[config.mk]
export PLATFORM = sky130hd
export DESIGN_NAME = sale_terminal_fsm_flat
export DESIGN_NICKNAME = d
export VERILOG_FILES = /design/src/rtl/sale_terminal_if.sv /design/src/rtl/sale_terminal_fsm.sv /design/src/flat_wrapper.sv
export SDC_FILE = /design/constraint.sdc
export NUM_CORES = 1
export LEC_CHECK = 0
export ABC_AREA = 1
export CORE_MARGIN = 5
export CORE_UTILIZATION = 50
export CTS_CLUSTER_SIZE = 20
export DETAILED_ROUTE_END_ITERATION = 10
export GPL_ROUTABILITY_DRIVEN = 0
export PLACE_DENSITY = 0.77
export SETUP_SLACK_MARGIN = 0.15
export SYNTH_ARGS = -nofsm -noshare
export SYNTH_HDL_FRONTEND = slang
export SYNTH_SLANG_ARGS = --single-unit
[constraint.sdc]
create_clock -name CLOCK_50 -period 1.82 [get_ports CLOCK_50]
set_input_delay 0.546 -clock CLOCK_50 [delete_from_list [all_inputs] [get_ports CLOCK_50]]
set_output_delay 0.546 -clock CLOCK_50 [all_outputs]
set_load 0.005 [all_outputs]
[src/rtl/sale_terminal_if.sv]
// sale_terminal_if: groups the control FSM's command/status signals.
// "master" is the FSM side (drives commands); "slave" is the side facing
// the conditioners and the barcode/direction/basket controllers.
interface sale_terminal_if #(
    parameter int NUM_KEYS = 4,
    parameter int DIGIT_W  = 4,
    parameter int PID_W    = 4,
    parameter int CNT_W    = 4
) ();
    logic [NUM_KEYS-1:0] key_pulse;
    logic                sel_pulse;
    logic                sw_interactive;
    logic                sw_edit;
    logic                barcode_done;
    logic                barcode_valid;
    logic [PID_W-1:0]    barcode_pid;
    logic [PID_W-1:0]    dir_pid;
    logic [CNT_W-1:0]    basket_count;
    logic [2:0]          state;
    logic                barcode_push;
    logic [DIGIT_W-1:0]  digit_out;
    logic                barcode_clr;
    logic                dir_push;
    logic [1:0]          dir_out;
    logic                basket_add;
    logic                basket_del;
    logic [PID_W-1:0]    pid_out;
    logic [DIGIT_W-1:0]  qty_out;
    logic                err;

    modport master (
        input  key_pulse, sel_pulse, sw_interactive, sw_edit,
               barcode_done, barcode_valid, barcode_pid, dir_pid, basket_count,
        output state, barcode_push, digit_out, barcode_clr, dir_push, dir_out,
               basket_add, basket_del, pid_out, qty_out, err
    );

    modport slave (
        output key_pulse, sel_pulse, sw_interactive, sw_edit,
               barcode_done, barcode_valid, barcode_pid, dir_pid, basket_count,
        input  state, barcode_push, digit_out, barcode_clr, dir_push, dir_out,
               basket_add, basket_del, pid_out, qty_out, err
    );
endinterface

[src/rtl/sale_terminal_fsm.sv]
// sale_terminal_fsm: top-level control FSM of the sale terminal.
// Sequences barcode entry, interactive selection, quantity entry, basket
// edit and end-of-shopping. Every output is registered; command outputs
// are single-cycle pulses.
// Optional: define SALE_FSM_QTY_TIMEOUT_EN to abort quantity entry after
// QTY_TIMEOUT idle cycles.
module sale_terminal_fsm #(
    parameter int NUM_KEYS     = 4,
    parameter int DIGIT_W      = 4,
    parameter int PID_W        = 4,
    parameter int BASKET_DEPTH = 8,
    parameter int MAX_QTY      = 9,
    parameter int ERR_HOLD     = 50000000,
    parameter int QTY_TIMEOUT  = 500000000
) (
    input  logic             CLOCK_50,
    input  logic             RESET_N,
    sale_terminal_if.master  bus
);
    localparam int CNT_W = $clog2(BASKET_DEPTH + 1);
    localparam int ERR_W = (ERR_HOLD > 1) ? $clog2(ERR_HOLD) : 1;

    typedef enum logic [2:0] {
        S_START   = 3'd0,
        S_IDLE    = 3'd1,
        S_BARCODE = 3'd2,
        S_INTER   = 3'd3,
        S_QTY     = 3'd4,
        S_EDIT    = 3'd5,
        S_ERROR   = 3'd6,
        S_END     = 3'd7
    } state_t;

    state_t             st;
    logic               barcode_push_q, barcode_clr_q, dir_push_q;
    logic               basket_add_q, basket_del_q, err_q;
    logic [DIGIT_W-1:0] digit_q, qty_q, acc;
    logic [1:0]         dir_q;
    logic [PID_W-1:0]   pid_q;
    logic [ERR_W-1:0]   err_cnt;
    logic [2:0]         key_idx;
    logic               key_any;
    logic               basket_full;

`ifdef SALE_FSM_QTY_TIMEOUT_EN
    localparam int TMO_W = $clog2(QTY_TIMEOUT + 1);
    logic [TMO_W-1:0]   tmo_cnt;
`else
    logic unused_qty_timeout;
    assign unused_qty_timeout = (QTY_TIMEOUT > 0);
`endif

    // Accumulate a quantity key, saturating at MAX_QTY.
    function automatic logic [DIGIT_W-1:0] qty_sat_add(input logic [DIGIT_W-1:0] a,
                                                       input logic [2:0] idx);
        int sum;
        sum = int'(a) + int'(idx) + 1;
        if (sum > MAX_QTY) sum = MAX_QTY;
        return DIGIT_W'(sum);
    endfunction

    // Lowest set key bit wins.
    always_comb begin
        key_idx = '0;
        for (int i = NUM_KEYS - 1; i >= 0; i--) begin
            if (bus.key_pulse[i]) key_idx = 3'(i);
        end
    end

    assign key_any     = |bus.key_pulse;
    assign basket_full = (bus.basket_count >= CNT_W'(BASKET_DEPTH));

    // State register plus all registered outputs; pulses default low each cycle.
    always_ff @(posedge CLOCK_50 or negedge RESET_N) begin
        if (!RESET_N) begin
            st             <= S_START;
            barcode_push_q <= 1'b0;
            barcode_clr_q  <= 1'b0;
            dir_push_q     <= 1'b0;
            basket_add_q   <= 1'b0;
            basket_del_q   <= 1'b0;
            err_q          <= 1'b0;
            digit_q        <= '0;
            qty_q          <= '0;
            acc            <= '0;
            dir_q          <= '0;
            pid_q          <= '0;
            err_cnt        <= '0;
`ifdef SALE_FSM_QTY_TIMEOUT_EN
            tmo_cnt        <= '0;
`endif
        end else begin
            barcode_push_q <= 1'b0;
            barcode_clr_q  <= 1'b0;
            dir_push_q     <= 1'b0;
            basket_add_q   <= 1'b0;
            basket_del_q   <= 1'b0;
            case (st)
                S_START: begin
                    barcode_clr_q <= 1'b1;
                    st            <= S_IDLE;
                end
                S_IDLE: begin
                    if (bus.sel_pulse) begin
                        st <= S_END;
                    end else if (bus.sw_edit) begin
                        barcode_clr_q <= 1'b1;
                        st            <= S_EDIT;
                    end else if (bus.sw_interactive) begin
                        barcode_clr_q <= 1'b1;
                        st            <= S_INTER;
                    end else begin
                        st <= S_BARCODE;
                    end
                end
                S_BARCODE: begin
                    if (bus.sw_interactive || bus.sw_edit) begin
                        st <= S_IDLE;
                    end else if (!bus.barcode_done) begin
                        if (key_any) begin
                            barcode_push_q <= 1'b1;
                            digit_q        <= DIGIT_W'(NUM_KEYS - int'(key_idx));
                        end
                    end else if (bus.sel_pulse) begin
                        barcode_clr_q <= 1'b1;
                        if (bus.barcode_valid) begin
                            pid_q <= bus.barcode_pid;
                            acc   <= '0;
`ifdef SALE_FSM_QTY_TIMEOUT_EN
                            tmo_cnt <= '0;
`endif
                            st    <= S_QTY;
                        end else begin
                            err_q   <= 1'b1;
                            err_cnt <= ERR_W'(ERR_HOLD - 1);
                            st      <= S_ERROR;
                        end
                    end
                end
                S_INTER: begin
                    if (!bus.sw_interactive) begin
                        st <= S_IDLE;
                    end else if (bus.sel_pulse) begin
                        pid_q <= bus.dir_pid;
                        acc   <= '0;
`ifdef SALE_FSM_QTY_TIMEOUT_EN
                        tmo_cnt <= '0;
`endif
                        st    <= S_QTY;
                    end else if (key_any && key_idx < 3'd4) begin
                        dir_push_q <= 1'b1;
                        dir_q      <= 2'(3 - int'(key_idx));
                    end
                end
                S_QTY: begin
`ifdef SALE_FSM_QTY_TIMEOUT_EN
                    if (key_any || bus.sel_pulse) begin
                        tmo_cnt <= '0;
                    end else if (tmo_cnt == TMO_W'(QTY_TIMEOUT - 1)) begin
                        barcode_clr_q <= 1'b1;
                        st            <= S_IDLE;
                    end else begin
                        tmo_cnt <= tmo_cnt + 1'b1;
                    end
`endif
                    if (bus.sel_pulse) begin
                        if (acc != '0) begin
                            if (basket_full) begin
                                err_q   <= 1'b1;
                                err_cnt <= ERR_W'(ERR_HOLD - 1);
                                st      <= S_ERROR;
                            end else begin
                                qty_q        <= acc;
                                basket_add_q <= 1'b1;
                                st           <= S_IDLE;
                            end
                        end
                    end else if (key_any) begin
                        acc <= qty_sat_add(acc, key_idx);
                    end
                end
                S_EDIT: begin
                    if (!bus.sw_edit) begin
                        st <= S_IDLE;
                    end else if (bus.sel_pulse) begin
                        if (bus.basket_count != '0) basket_del_q <= 1'b1;
                    end else if (key_any && key_idx < 3'd4) begin
                        dir_push_q <= 1'b1;
                        dir_q      <= 2'(3 - int'(key_idx));
                    end
                end
                S_ERROR: begin
                    if (err_cnt == '0) begin
                        err_q <= 1'b0;
                        st    <= S_IDLE;
                    end else begin
                        err_cnt <= err_cnt - 1'b1;
                    end
                end
                S_END: begin
                    st <= S_START;
                end
                default: begin
                    st <= S_START;
                end
            endcase
        end
    end

    assign bus.state        = st;
    assign bus.barcode_push = barcode_push_q;
    assign bus.digit_out    = digit_q;
    assign bus.barcode_clr  = barcode_clr_q;
    assign bus.dir_push     = dir_push_q;
    assign bus.dir_out      = dir_q;
    assign bus.basket_add   = basket_add_q;
    assign bus.basket_del   = basket_del_q;
    assign bus.pid_out      = pid_q;
    assign bus.qty_out      = qty_q;
    assign bus.err          = err_q;
endmodule

[src/flat_wrapper.sv]
// flat-port wrapper written by rule: the top's interface ports become plain ports
module sale_terminal_fsm_flat 
#(
    parameter int NUM_KEYS     = 4,
    parameter int DIGIT_W      = 4,
    parameter int PID_W        = 4,
    parameter int BASKET_DEPTH = 8,
    parameter int MAX_QTY      = 9,
    parameter int ERR_HOLD     = 50000000,
    parameter int QTY_TIMEOUT  = 500000000
)
  (CLOCK_50, RESET_N, bus_key_pulse, bus_sel_pulse, bus_sw_interactive, bus_sw_edit, bus_barcode_done, bus_barcode_valid, bus_barcode_pid, bus_dir_pid, bus_basket_count, bus_state, bus_barcode_push, bus_digit_out, bus_barcode_clr, bus_dir_push, bus_dir_out, bus_basket_add, bus_basket_del, bus_pid_out, bus_qty_out, bus_err);
  sale_terminal_if #(.NUM_KEYS(NUM_KEYS), .DIGIT_W(DIGIT_W), .PID_W(PID_W), .CNT_W(($clog2((8) + 1)))) bus_i ();
  input  logic CLOCK_50;
  input  logic RESET_N;
  input wire logic [$bits(bus_i.key_pulse)-1:0] bus_key_pulse;
  input wire logic [$bits(bus_i.sel_pulse)-1:0] bus_sel_pulse;
  input wire logic [$bits(bus_i.sw_interactive)-1:0] bus_sw_interactive;
  input wire logic [$bits(bus_i.sw_edit)-1:0] bus_sw_edit;
  input wire logic [$bits(bus_i.barcode_done)-1:0] bus_barcode_done;
  input wire logic [$bits(bus_i.barcode_valid)-1:0] bus_barcode_valid;
  input wire logic [$bits(bus_i.barcode_pid)-1:0] bus_barcode_pid;
  input wire logic [$bits(bus_i.dir_pid)-1:0] bus_dir_pid;
  input wire logic [$bits(bus_i.basket_count)-1:0] bus_basket_count;
  output wire logic [$bits(bus_i.state)-1:0] bus_state;
  output wire logic [$bits(bus_i.barcode_push)-1:0] bus_barcode_push;
  output wire logic [$bits(bus_i.digit_out)-1:0] bus_digit_out;
  output wire logic [$bits(bus_i.barcode_clr)-1:0] bus_barcode_clr;
  output wire logic [$bits(bus_i.dir_push)-1:0] bus_dir_push;
  output wire logic [$bits(bus_i.dir_out)-1:0] bus_dir_out;
  output wire logic [$bits(bus_i.basket_add)-1:0] bus_basket_add;
  output wire logic [$bits(bus_i.basket_del)-1:0] bus_basket_del;
  output wire logic [$bits(bus_i.pid_out)-1:0] bus_pid_out;
  output wire logic [$bits(bus_i.qty_out)-1:0] bus_qty_out;
  output wire logic [$bits(bus_i.err)-1:0] bus_err;
  assign bus_i.key_pulse = bus_key_pulse;
  assign bus_i.sel_pulse = bus_sel_pulse;
  assign bus_i.sw_interactive = bus_sw_interactive;
  assign bus_i.sw_edit = bus_sw_edit;
  assign bus_i.barcode_done = bus_barcode_done;
  assign bus_i.barcode_valid = bus_barcode_valid;
  assign bus_i.barcode_pid = bus_barcode_pid;
  assign bus_i.dir_pid = bus_dir_pid;
  assign bus_i.basket_count = bus_basket_count;
  assign bus_state = bus_i.state;
  assign bus_barcode_push = bus_i.barcode_push;
  assign bus_digit_out = bus_i.digit_out;
  assign bus_barcode_clr = bus_i.barcode_clr;
  assign bus_dir_push = bus_i.dir_push;
  assign bus_dir_out = bus_i.dir_out;
  assign bus_basket_add = bus_i.basket_add;
  assign bus_basket_del = bus_i.basket_del;
  assign bus_pid_out = bus_i.pid_out;
  assign bus_qty_out = bus_i.qty_out;
  assign bus_err = bus_i.err;
  sale_terminal_fsm #(.NUM_KEYS(NUM_KEYS), .DIGIT_W(DIGIT_W), .PID_W(PID_W), .BASKET_DEPTH(BASKET_DEPTH), .MAX_QTY(MAX_QTY), .ERR_HOLD(ERR_HOLD), .QTY_TIMEOUT(QTY_TIMEOUT)) u_core (.CLOCK_50(CLOCK_50), .RESET_N(RESET_N), .bus(bus_i));
endmodule
Word-level counts from Yosys, hierarchy flattened
Index checks and enable logic that the tools add are counted.
Widths: inputs -> output; s select.
{"block": "word_totals", "input_bits": 23, "regBits": 53, "elab_cells": 152, "out_inout_bits": 23}
{"block": "classes", "add_sub_neg": 5, "n_bitwise": 3, "mux": 83, "n_eq_ne": 26, "n_reduce_logical": 19, "order_cmp": 3}
{"operator": "$mux 26", "n": 8}
{"operator": "$pmux 26 s3", "n": 1}
{"operator": "$mux 4", "n": 15}
{"operator": "$mux 3", "n": 15}
{"operator": "$gt 32x5->1 const B", "n": 1}
{"operator": "$mux 1", "n": 31}
{"operator": "$reduce_and 9->1", "n": 3}
{"operator": "$logic_not 26->1", "n": 1}
{"operator": "$sub 26x1->26 const B", "n": 1}
{"operator": "$ne 2x2->1 const B", "n": 12}
{"operator": "$pmux 3 s8", "n": 1}
{"operator": "$reduce_and 7->1", "n": 2}
{"operator": "$eq 3x3->1 const B", "n": 4}
{"operator": "$mux 2", "n": 6}
{"operator": "$pmux 4 s3", "n": 1}
{"operator": "$ne 2x1->1 const B", "n": 4}
{"operator": "$pmux 4 s2", "n": 1}
{"operator": "$reduce_and 4->1", "n": 2}
{"operator": "$reduce_bool 4->1", "n": 2}
{"operator": "$add 5x1->6 const B", "n": 1}
{"operator": "$eq 3x2->1 const B", "n": 2}
{"operator": "$ne 3x2->1 const B", "n": 2}
{"operator": "$pmux 1 s3", "n": 2}
{"operator": "$reduce_bool 3->1", "n": 2}
{"operator": "16 further kinds", "n": 19}

Depth between registers and ports, before layout
Gate-level depths: netlist of the first run.
{"block": "logic_depth", "ltp_word": 11, "ltp_mapped": 13, "mapped_depth_nobuf": 13}

Least setup slack after synthesis of the first run
OpenSTA, ideal clock, no wires.
{"block": "synth_timing", "path_type": "input-to-reg", "start": "input port bus_key_pulse[2]", "end": "register u_core.acc[0]", "stages": 13, "arrival_time_ns": 1.860, "required_ns": 1.703, "path_buffers": 0, "setup_ns": 0.117, "path_slack_ns": -0.158, "path_cell_list": "inv_1 > nand2_1 > a21oi_1 > inv_1 > ha_1 > inv_1 > fa_1 > inv_1 > nand2_1 > nand3_1 > nand3_1 > nand3_1 > nand2_1"}
{"block": "synth_via", "elab_chain_cells": 10, "elab_cells_between_ends": 13, "classes_between": "2 x add/sub; 1 x order compare; 1 x eq/ne; 7 x mux; 2 x reduce/logical"}
{"element": "start, declared", "line": "flat_wrapper.sv:16", "rtl": "input wire logic [$bits(bus_i.key_pulse)-1:0] bus_key_pulse;"}
{"element": "$mux 3 (3 in series)", "line": "sale_terminal_fsm.sv:66", "rtl": "if (bus.key_pulse[i]) key_idx = 3'(i);"}
{"element": "$add 4x3->5", "line": "sale_terminal_fsm.sv:57", "rtl": "sum = int'(a) + int'(idx) + 1;"}
{"element": "$add 5x1->6", "line": "sale_terminal_fsm.sv:57"}
{"element": "$gt 32x5->1", "line": "sale_terminal_fsm.sv:58", "rtl": "if (sum > MAX_QTY) sum = MAX_QTY;"}
{"element": "$mux 4", "line": "sale_terminal_fsm.sv:58"}
{"element": "$mux 4", "line": "sale_terminal_fsm.sv:178", "rtl": "end else if (key_any) begin"}
{"element": "$mux 4", "line": "sale_terminal_fsm.sv:166", "rtl": "if (bus.sel_pulse) begin"}
{"element": "$pmux 4 s3", "line": "sale_terminal_fsm.sv:98", "rtl": "case (st)"}
{"element": "end signal, assigned", "line": "sale_terminal_fsm.sv:179", "rtl": "acc <= qty_sat_add(acc, key_idx);"}
{"element": "end, declared", "line": "sale_terminal_fsm.sv:37", "rtl": "logic [DIGIT_W-1:0] digit_q, qty_q, acc;"}
Parallel ways exist; a longest one is shown, timed or not. The select of a mux whose other input is x is not followed.
A chain may end at the register's enable or synchronous reset.

Worst setup path after layout of the first run
{"block": "layout_timing", "start": "register u_core.err_cnt[0]", "end": "register u_core.err_cnt[3]"}
{"block": "layout_via", "elab_chain_cells": 3, "elab_cells_between_ends": 6, "classes_between": "1 x add/sub; 1 x eq/ne; 2 x mux; 2 x reduce/logical"}
{"element": "start, declared", "line": "sale_terminal_fsm.sv:40", "rtl": "logic [ERR_W-1:0] err_cnt;"}
{"element": "start signal, assigned", "line": "sale_terminal_fsm.sv:135", "rtl": "err_cnt <= ERR_W'(ERR_HOLD - 1);"}
{"element": "start signal, assigned", "line": "sale_terminal_fsm.sv:170", "rtl": "err_cnt <= ERR_W'(ERR_HOLD - 1);"}
{"element": "start signal, assigned", "line": "sale_terminal_fsm.sv:197", "rtl": "err_cnt <= err_cnt - 1'b1;"}
{"element": "$sub 26x1->26 or $logic_not 26->1 (tied branches)", "line": "sale_terminal_fsm.sv:197, sale_terminal_fsm.sv:193"}
{"element": "$mux 26 or $ne 2x2->1 (tied branches)"}
{"element": "$pmux 26 s3 or $reduce_and 9->1 (tied branches)"}
Parallel ways exist; a longest one is shown, timed or not. The select of a mux whose other input is x is not followed.

==> results of run 1 <==
## layer usage
layer  wire, µm  track usage, %  vias up
li1           -               -     1876
met3        809           5.660       65
met2       6392           46.84      229
met4        524           8.911        0
met5          0               0        -
met1       4255           26.95     1906
## power by group through the flow
stage                     Clock [µW]  Combinational [µW]  Sequential (µW)
after floorplan                    0                1820             1860
after global placement             0                2640             1960
after detailed placement           0                2740             1970
after CTS                        706                3610             1860
after global routing             777                5280             1950
final                            711                4900             1900
## placed cells by master, fill, tap and decap left out, drive strengths merged, types with 11 or more instances in the layout
| master | instances |
|---|---|
| o21ai | 30 |
| inv | 53 |
| dfrtp | 52 |
| dlygate4sd2 | 25 |
| nor2 | 65 |
| buf | 115 |
| clkdlybuf4s50 | 11 |
| nand2 | 192 |
| nand3 | 50 |
| nand4 | 12 |
## stage by stage
| step | setup slack [ns] | utilization, % | TNS [ns] | hold WS [ns] | instance area, µm² |
|---|---|---|---|---|---|
| 4_1_cts | 0.05143 | 72.30 | 0 | 0.07891 | 4831 |
| 3_5_place_dp | -0.8665 | 63.58 | -13.20 | 0.4256 | 4248 |
| 3_3_place_gp | -0.7809 | 63.58 | -11.74 | 0.4213 | 4248 |
| 2_1_floorplan | -0.1145 | - | -0.2046 | 0.2504 | 3432 |
| 5_1_grt | -0.1137 | 82.21 | -1.687 | 0.07027 | 5493 |
| 6_report | -0.005701 | 82.21 | -0.009884 | 0.07254 | 5493 |
## final timing paths
kind,startpoint,end,cells after the start
max,u_core.err_cnt[0]$_DFFE_PN0P_,u_core.err_cnt[3]$_DFFE_PN0P_,12
min,RESET_N,u_core.bus.digit_out[0]$_DFFE_PN0P_,1
max reg2reg,u_core.err_cnt[0]$_DFFE_PN0P_,u_core.err_cnt[3]$_DFFE_PN0P_,12
min reg2reg,u_core.bus.digit_out[2]$_DFFE_PN0P_,u_core.bus.digit_out[2]$_DFFE_PN0P_,2
max in group asynchronous,RESET_N,u_core.err_cnt[6]$_DFFE_PN0P_,2
min in group CLOCK_50,u_core.bus.digit_out[2]$_DFFE_PN0P_,u_core.bus.digit_out[2]$_DFFE_PN0P_,2
## timing repair
action,4_1_cts,5_1_grt
pin swaps,25,43
setup buffers,43,23
endpoints found under the setup margin,63,41
hold endpoints to repair,0,0
hold buffers,0,0
resized for setup,88,133
cloned,2,1
## sequential cells by signal, summed over array words and instances (netlist names), 2 cells and up
name / flops
u_core.acc: 4
u_core.bus.pid_out: 4
u_core.bus.digit_out: 3
u_core.bus.state: 3
u_core.bus.dir_out: 2
u_core.err_cnt: 26
u_core.bus.qty_out: 4
## logic make-up (layout without fill, tap and decap cells)
kind of cell / after synthesis / in the layout / synth area share [%]
AOI/OAI and AO/OA: 40 / 40 / 6.324
xor gates and xnor gates: 4 / 4 / 1.036
buffers and inverters: 64 / 217 / 8.432
adders and majority gates: 5 / 5 / 2.071
DFF: 52 / 52 / 38.46
and+or+nand+nor: 332 / 333 / 43.56
other: 1 / 1 / 0.1108
## layout make-up
type | count | share of cell area, %
multi-input cells | 383 | 42.57
repair buffers | 155 | 25.42
flip-flops and latches | 52 | 23.92
inverters | 54 | 4.579
well taps | 80 | 1.822
clock buffers | 5 | 1.253
clock inverters | 3 | 0.4328
==> flow_metrics.env, run 1 <==
export IMPL_wl_per_cell_um=16.37
export IMPL_clkPwrFrac_pct=9.5
export IMPL_finalWorstSetupSlack_ns=-0.005701
export IMPL_syn_area_um2=3383
export IMPL_end_kind="flop"
export IMPL_num_vias=4076
export IMPL_die_y_um=92.26
export IMPL_ys_seq_elements=52
export IMPL_synth_distinct_cells=36
export IMPL_cts_buffers=5
export IMPL_critPathMaxStageDelay_ns=0.40
export IMPL_grt_use_total_pct=24.86
export IMPL_crit_arrival_ns=2.04
export IMPL_power_frac_comb_pct=65.2
export IMPL_cts_tree="done"
export IMPL_critPathMaxFanout=16
export IMPL_cts_max_level=2
export IMPL_core_area_um2=6681
export IMPL_yosys_top_cells_area="dfrtp_1 38%, nand2_1 20%, nand3_1 7.1%"
export IMPL_seq_area_um2=1314
export IMPL_n_fill_cell=385
export IMPL_required_ns=2.03
export IMPL_final_layout_size_suffix_gt1_share_pct=42.02
export IMPL_drt_first_pass_iters=5
export IMPL_p_per_area_nw_per_um2=1367
export IMPL_grt_setup_unrepaired="true"
export IMPL_crit_type="reg2reg"
export IMPL_syn_to_final_growth_pct=62.35
export IMPL_nets=679
export IMPL_syn_inst=498
export IMPL_die_w_um=92.26
export IMPL_p_leak_uw=0.002700
export IMPL_dp_hpwl_um=6455
export IMPL_critPathMostFrequentCell="nand2_4"
export IMPL_clk_latency_ns=0.32
export IMPL_irDropWorstVdd_mv=0.6493
export IMPL_root_buffer="clkbuf_8"
export IMPL_yosysMostFrequentCell="nand2_1"
export IMPL_post_route_min_period_ns=1.826
export IMPL_synth_edf_count=0
export IMPL_grt_pass1_vias=3884
export IMPL_cp_top_family="simple AND/OR/NAND/NOR gates"
export IMPL_grt_max_degree=44
export IMPL_ys_warn_count=0
export IMPL_internal_power_uw=4133
export IMPL_drtIter0Drc=231
export IMPL_finalPower_uw=7509
export IMPL_critPathBufInv=3
export IMPL_drc=0
export IMPL_run_status="complete, but fails checks"
export IMPL_syn_mean_instance_area_um2=6.794
export IMPL_portBuffers=44
export IMPL_violations="setup timing"
export IMPL_n_antenna_cell=0
export IMPL_fmax_mhz=547.7
export IMPL_cp_cell_sequence="inv_2 -> ha_4 -> nand2_8 -> nor2_8 -> nand2_4 -> nor2_4 -> nand2_4 -> nand2_8 -> buf_12 -> clkinv_16 -> nand2_4 -> nand2_1"
export IMPL_fp_dieArea_um2=8512
export IMPL_clkSinkCount=52
export IMPL_layoutNonFillerInstCount=732
export IMPL_swShare_pct=44.96
export IMPL_wl_um=11980
export IMPL_grt_overflow=0
export IMPL_ios=46
export IMPL_final_hold_violation_count=0
export IMPL_dpl_cell_count=655
export IMPL_drtAntennaViolNets=0
export IMPL_rows=30
export IMPL_ys_top_cells_by_count="184 x nand2_1, 56 x nor2_1, 52 x dfrtp_1"
export IMPL_synth_top_area_share_pct=38.46
export IMPL_crit_path_top_delay_cell="dfrtp_1"
export IMPL_r2r_setup_slack_ns=-0.006
export IMPL_switchingPower_uw=3376
export IMPL_async_flop_share_pct=100.0
export IMPL_finalClockSkew_ns=0.008809
export IMPL_seqPwrFrac_pct=25.3
export IMPL_final_max_slew_viol_count=0
export IMPL_yosys_most_used_dff="dfrtp_1"
export IMPL_multi_input_area_um2=2338
export IMPL_start_kind="flop"
export IMPL_clk_pin_slew_ns=0.10
export IMPL_grt_first_pass_wirelength_um=17310
export IMPL_cts_max_path_buffers=2
export IMPL_syn_nets=526
export IMPL_antenna_found_initial=0
export IMPL_initial_core_util_pct=50.64
export IMPL_min_period_over_period_pct=100.3
export IMPL_yosys_area_top_type="dfrtp_1"
export IMPL_drv_cap=0
export IMPL_via_per_inst=5.568
export IMPL_hp_class="in2async"
export IMPL_setup_viol=3
export IMPL_seq_area_frac_synth_pct=38.46
(Power assumes the default switching activity.)
==> run 2, diff against run 1 <==
--- a/config.mk
+++ b/config.mk
@@ -6,12 +6,13 @@
 export NUM_CORES = 1
 export LEC_CHECK = 0
 export ABC_AREA = 1
+export ABC_CLOCK_PERIOD_IN_PS = 1820
 export CORE_MARGIN = 5
-export CORE_UTILIZATION = 50
+export CORE_UTILIZATION = 39
 export CTS_CLUSTER_SIZE = 20
 export DETAILED_ROUTE_END_ITERATION = 10
 export GPL_ROUTABILITY_DRIVEN = 0
-export PLACE_DENSITY = 0.77
+export PLACE_DENSITY = 0.62
 export SETUP_SLACK_MARGIN = 0.15
 export SYNTH_ARGS = -nofsm -noshare
 export SYNTH_HDL_FRONTEND = slang
==> flow_metrics.env, run 2 (synthesized netlist as in run 1, its figures left out) <==
export IMPL_run_status="finished clean"
export IMPL_final_max_slew_viol_count=0
export IMPL_setup_viol=0
export IMPL_min_period_over_period_pct=99.37
export IMPL_n_antenna_cell=0
export IMPL_hp_class="in2async"
export IMPL_cts_max_path_buffers=2
export IMPL_post_route_min_period_ns=1.809
export IMPL_cts_tree="done"
export IMPL_final_hold_violation_count=0
export IMPL_grt_met3_usage_pct=4.398
export IMPL_critPathBufInv=4
export IMPL_syn_to_final_growth_pct=57.14
export IMPL_num_vias=3641
export IMPL_dp_hpwl_um=6348
export IMPL_via_per_inst=4.934
export IMPL_grt_use_total_pct=17.57
export IMPL_final_common_cell="nand2_1"
export IMPL_irDropWorstVdd_mv=0.5078
export IMPL_grt_first_pass_wirelength_um=15080
export IMPL_grt_setup_unrepaired="true"
export IMPL_cp_cell_sequence="buf_8 -> inv_8 -> nand2_4 -> a21oi_4 -> inv_2 -> ha_4 -> inv_4 -> fa_2 -> xnor2_2 -> nand2_2 -> nand3_4 -> nand3_2 -> nand3_2 -> nand2_2"
export IMPL_nets=657
export IMPL_top_register="u_core.err_cnt"
export IMPL_most_common_layout_cells="134 x nand2_1, 74 x buf_4, 42 x nand3_1"
export IMPL_start_kind="primary input"
export IMPL_grt_busiest_layer="met2"
export IMPL_drtAntennaViolNets=0
export IMPL_reg2reg_from="u_core.acc[0]$_DFFE_PN0P_"
export IMPL_critPathMaxStageDelay_ns=0.41
export IMPL_rows=34
export IMPL_setup_tns_ns=0
export IMPL_grt_pass1_vias=3339
export IMPL_die_w_um=103.1
export IMPL_critPathMaxFanout=2
export IMPL_initial_core_util_pct=39.37
export IMPL_finalPower_uw=7282
export IMPL_fp_dieArea_um2=10640
export IMPL_portBuffers=44
export IMPL_r2r_end="u_core.acc[0]$_DFFE_PN0P_"
export IMPL_ios=46
export IMPL_clkSinkCount=52
export IMPL_largest_reg_flops=26
export IMPL_drt_first_pass_iters=4
export IMPL_antenna_found_initial=0
export IMPL_fmax_mhz=552.9
export IMPL_crit_type="in2reg"
export IMPL_p_leak_uw=0.002602
export IMPL_reg2reg_depth=10
export IMPL_finalClockSkew_ns=0.01677
export IMPL_die_y_um=103.1
export IMPL_crit_start="bus_key_pulse[2]"
export IMPL_wl_um=9705
export IMPL_final_layout_size_suffix_gt1_share_pct=40.48
export IMPL_grt_overflow=0
export IMPL_crit_arrival_ns=2.01
export IMPL_drv_cap=0
export IMPL_use_met1_pct=21.59
export IMPL_required_ns=2.03
export IMPL_crit_path_top_delay_cell="fa_2"
export IMPL_r2r_setup_slack_ns=0.03
export IMPL_grtUsageMet2_pct=31.13
export IMPL_cts_buffers=5
export IMPL_root_buffer="clkbuf_8"
export IMPL_clk_pin_slew_ns=0.11
export IMPL_clk_latency_ns=0.31
export IMPL_grt_max_degree=41
export IMPL_wl_per_cell_um=13.15
export IMPL_drc=0
export IMPL_core_area_um2=8593
export IMPL_drtIter0Drc=112
export IMPL_cts_max_level=2
export IMPL_cp_top_family="adder cells"
export IMPL_p_per_area_nw_per_um2=1370
export IMPL_end_kind="flop"
export IMPL_cts_hold_buf=0
## run 2: layer usage
metal  up-vias  wire length (µm)
met4         0               163
met3        16               446
met1      1712              4027
li1       1838                 -
met2        75              5067
met5         -                 0
## run 2: how the worst max path moves through the flow
stage,endpoint,slack [ns],cells after the start
after floorplan,u_core.acc[0]$_DFFE_PN0P_,-0.11,13
after global placement,u_core.acc[0]$_DFFE_PN0P_,-0.77,14
after detailed placement,u_core.acc[0]$_DFFE_PN0P_,-0.82,14
after CTS,u_core.acc[0]$_DFFE_PN0P_,0.04,14
after global routing,u_core.acc[0]$_DFFE_PN0P_,-0.06,14
final,u_core.acc[0]$_DFFE_PN0P_,0.01,14
## run 2: cell type report
| class | count | area (µm²) |
|---|---|---|
| clock inverter | 3 | 90.09 |
| multi-input combinational | 382 | 2237 |
| clock buffer | 5 | 68.82 |
| timing repair buffer | 134 | 1215 |
| fill | 788 | 3277 |
| sequential | 52 | 1316 |
| tap | 108 | 135.1 |
| inverter | 54 | 254.0 |
## run 2: power by group
group / internal [µW] / total [µW] / switching (µW) / leakage, µW
Clock: 687 / 1090 / 401 / 0.0000784
Combinational: 2010 / 4240 / 2230 / 0.00188
Sequential: 1560 / 1960 / 401 / 0.000641
Total: 4250 / 7280 / 3030 / 0.00260
## run 2: what timing repair did
item / 4_1_cts / 5_1_grt
buffers inserted: 21 / 21
gates cloned: 1 / 3
setup endpoints to repair: 61 / 41
pin swaps: 17 / 48
resized for setup: 73 / 138
## run 2: through the flow
| stage | hold WS (ns) | utilization [%] | setup slack, ns | instances | cell area [µm²] |
|---|---|---|---|---|---|
| global route | 0.1232 | 61.87 | -0.05508 | 738 | 5316 |
| CTS | 0.1168 | 54.51 | 0.03744 | 714 | 4684 |
| floorplan | 0.2504 | - | -0.1145 | 498 | 3432 |
| detailed placement | 0.4660 | 49.93 | -0.8216 | 684 | 4290 |
| global placement | 0.4577 | 49.93 | -0.7682 | 684 | 4290 |
| finish | 0.1140 | 61.87 | 0.01145 | 738 | 5316 |
==> run 3, diff against run 2 <==
--- a/config.mk
+++ b/config.mk
@@ -14,6 +14,7 @@
 export GPL_ROUTABILITY_DRIVEN = 0
 export PLACE_DENSITY = 0.62
 export SETUP_SLACK_MARGIN = 0.15
+export SLEW_MARGIN = 0
 export SYNTH_ARGS = -nofsm -noshare
 export SYNTH_HDL_FRONTEND = slang
 export SYNTH_SLANG_ARGS = --single-unit
==> results of run 3 <==
Final layout, timing and power as in run 2 (identical DEF).
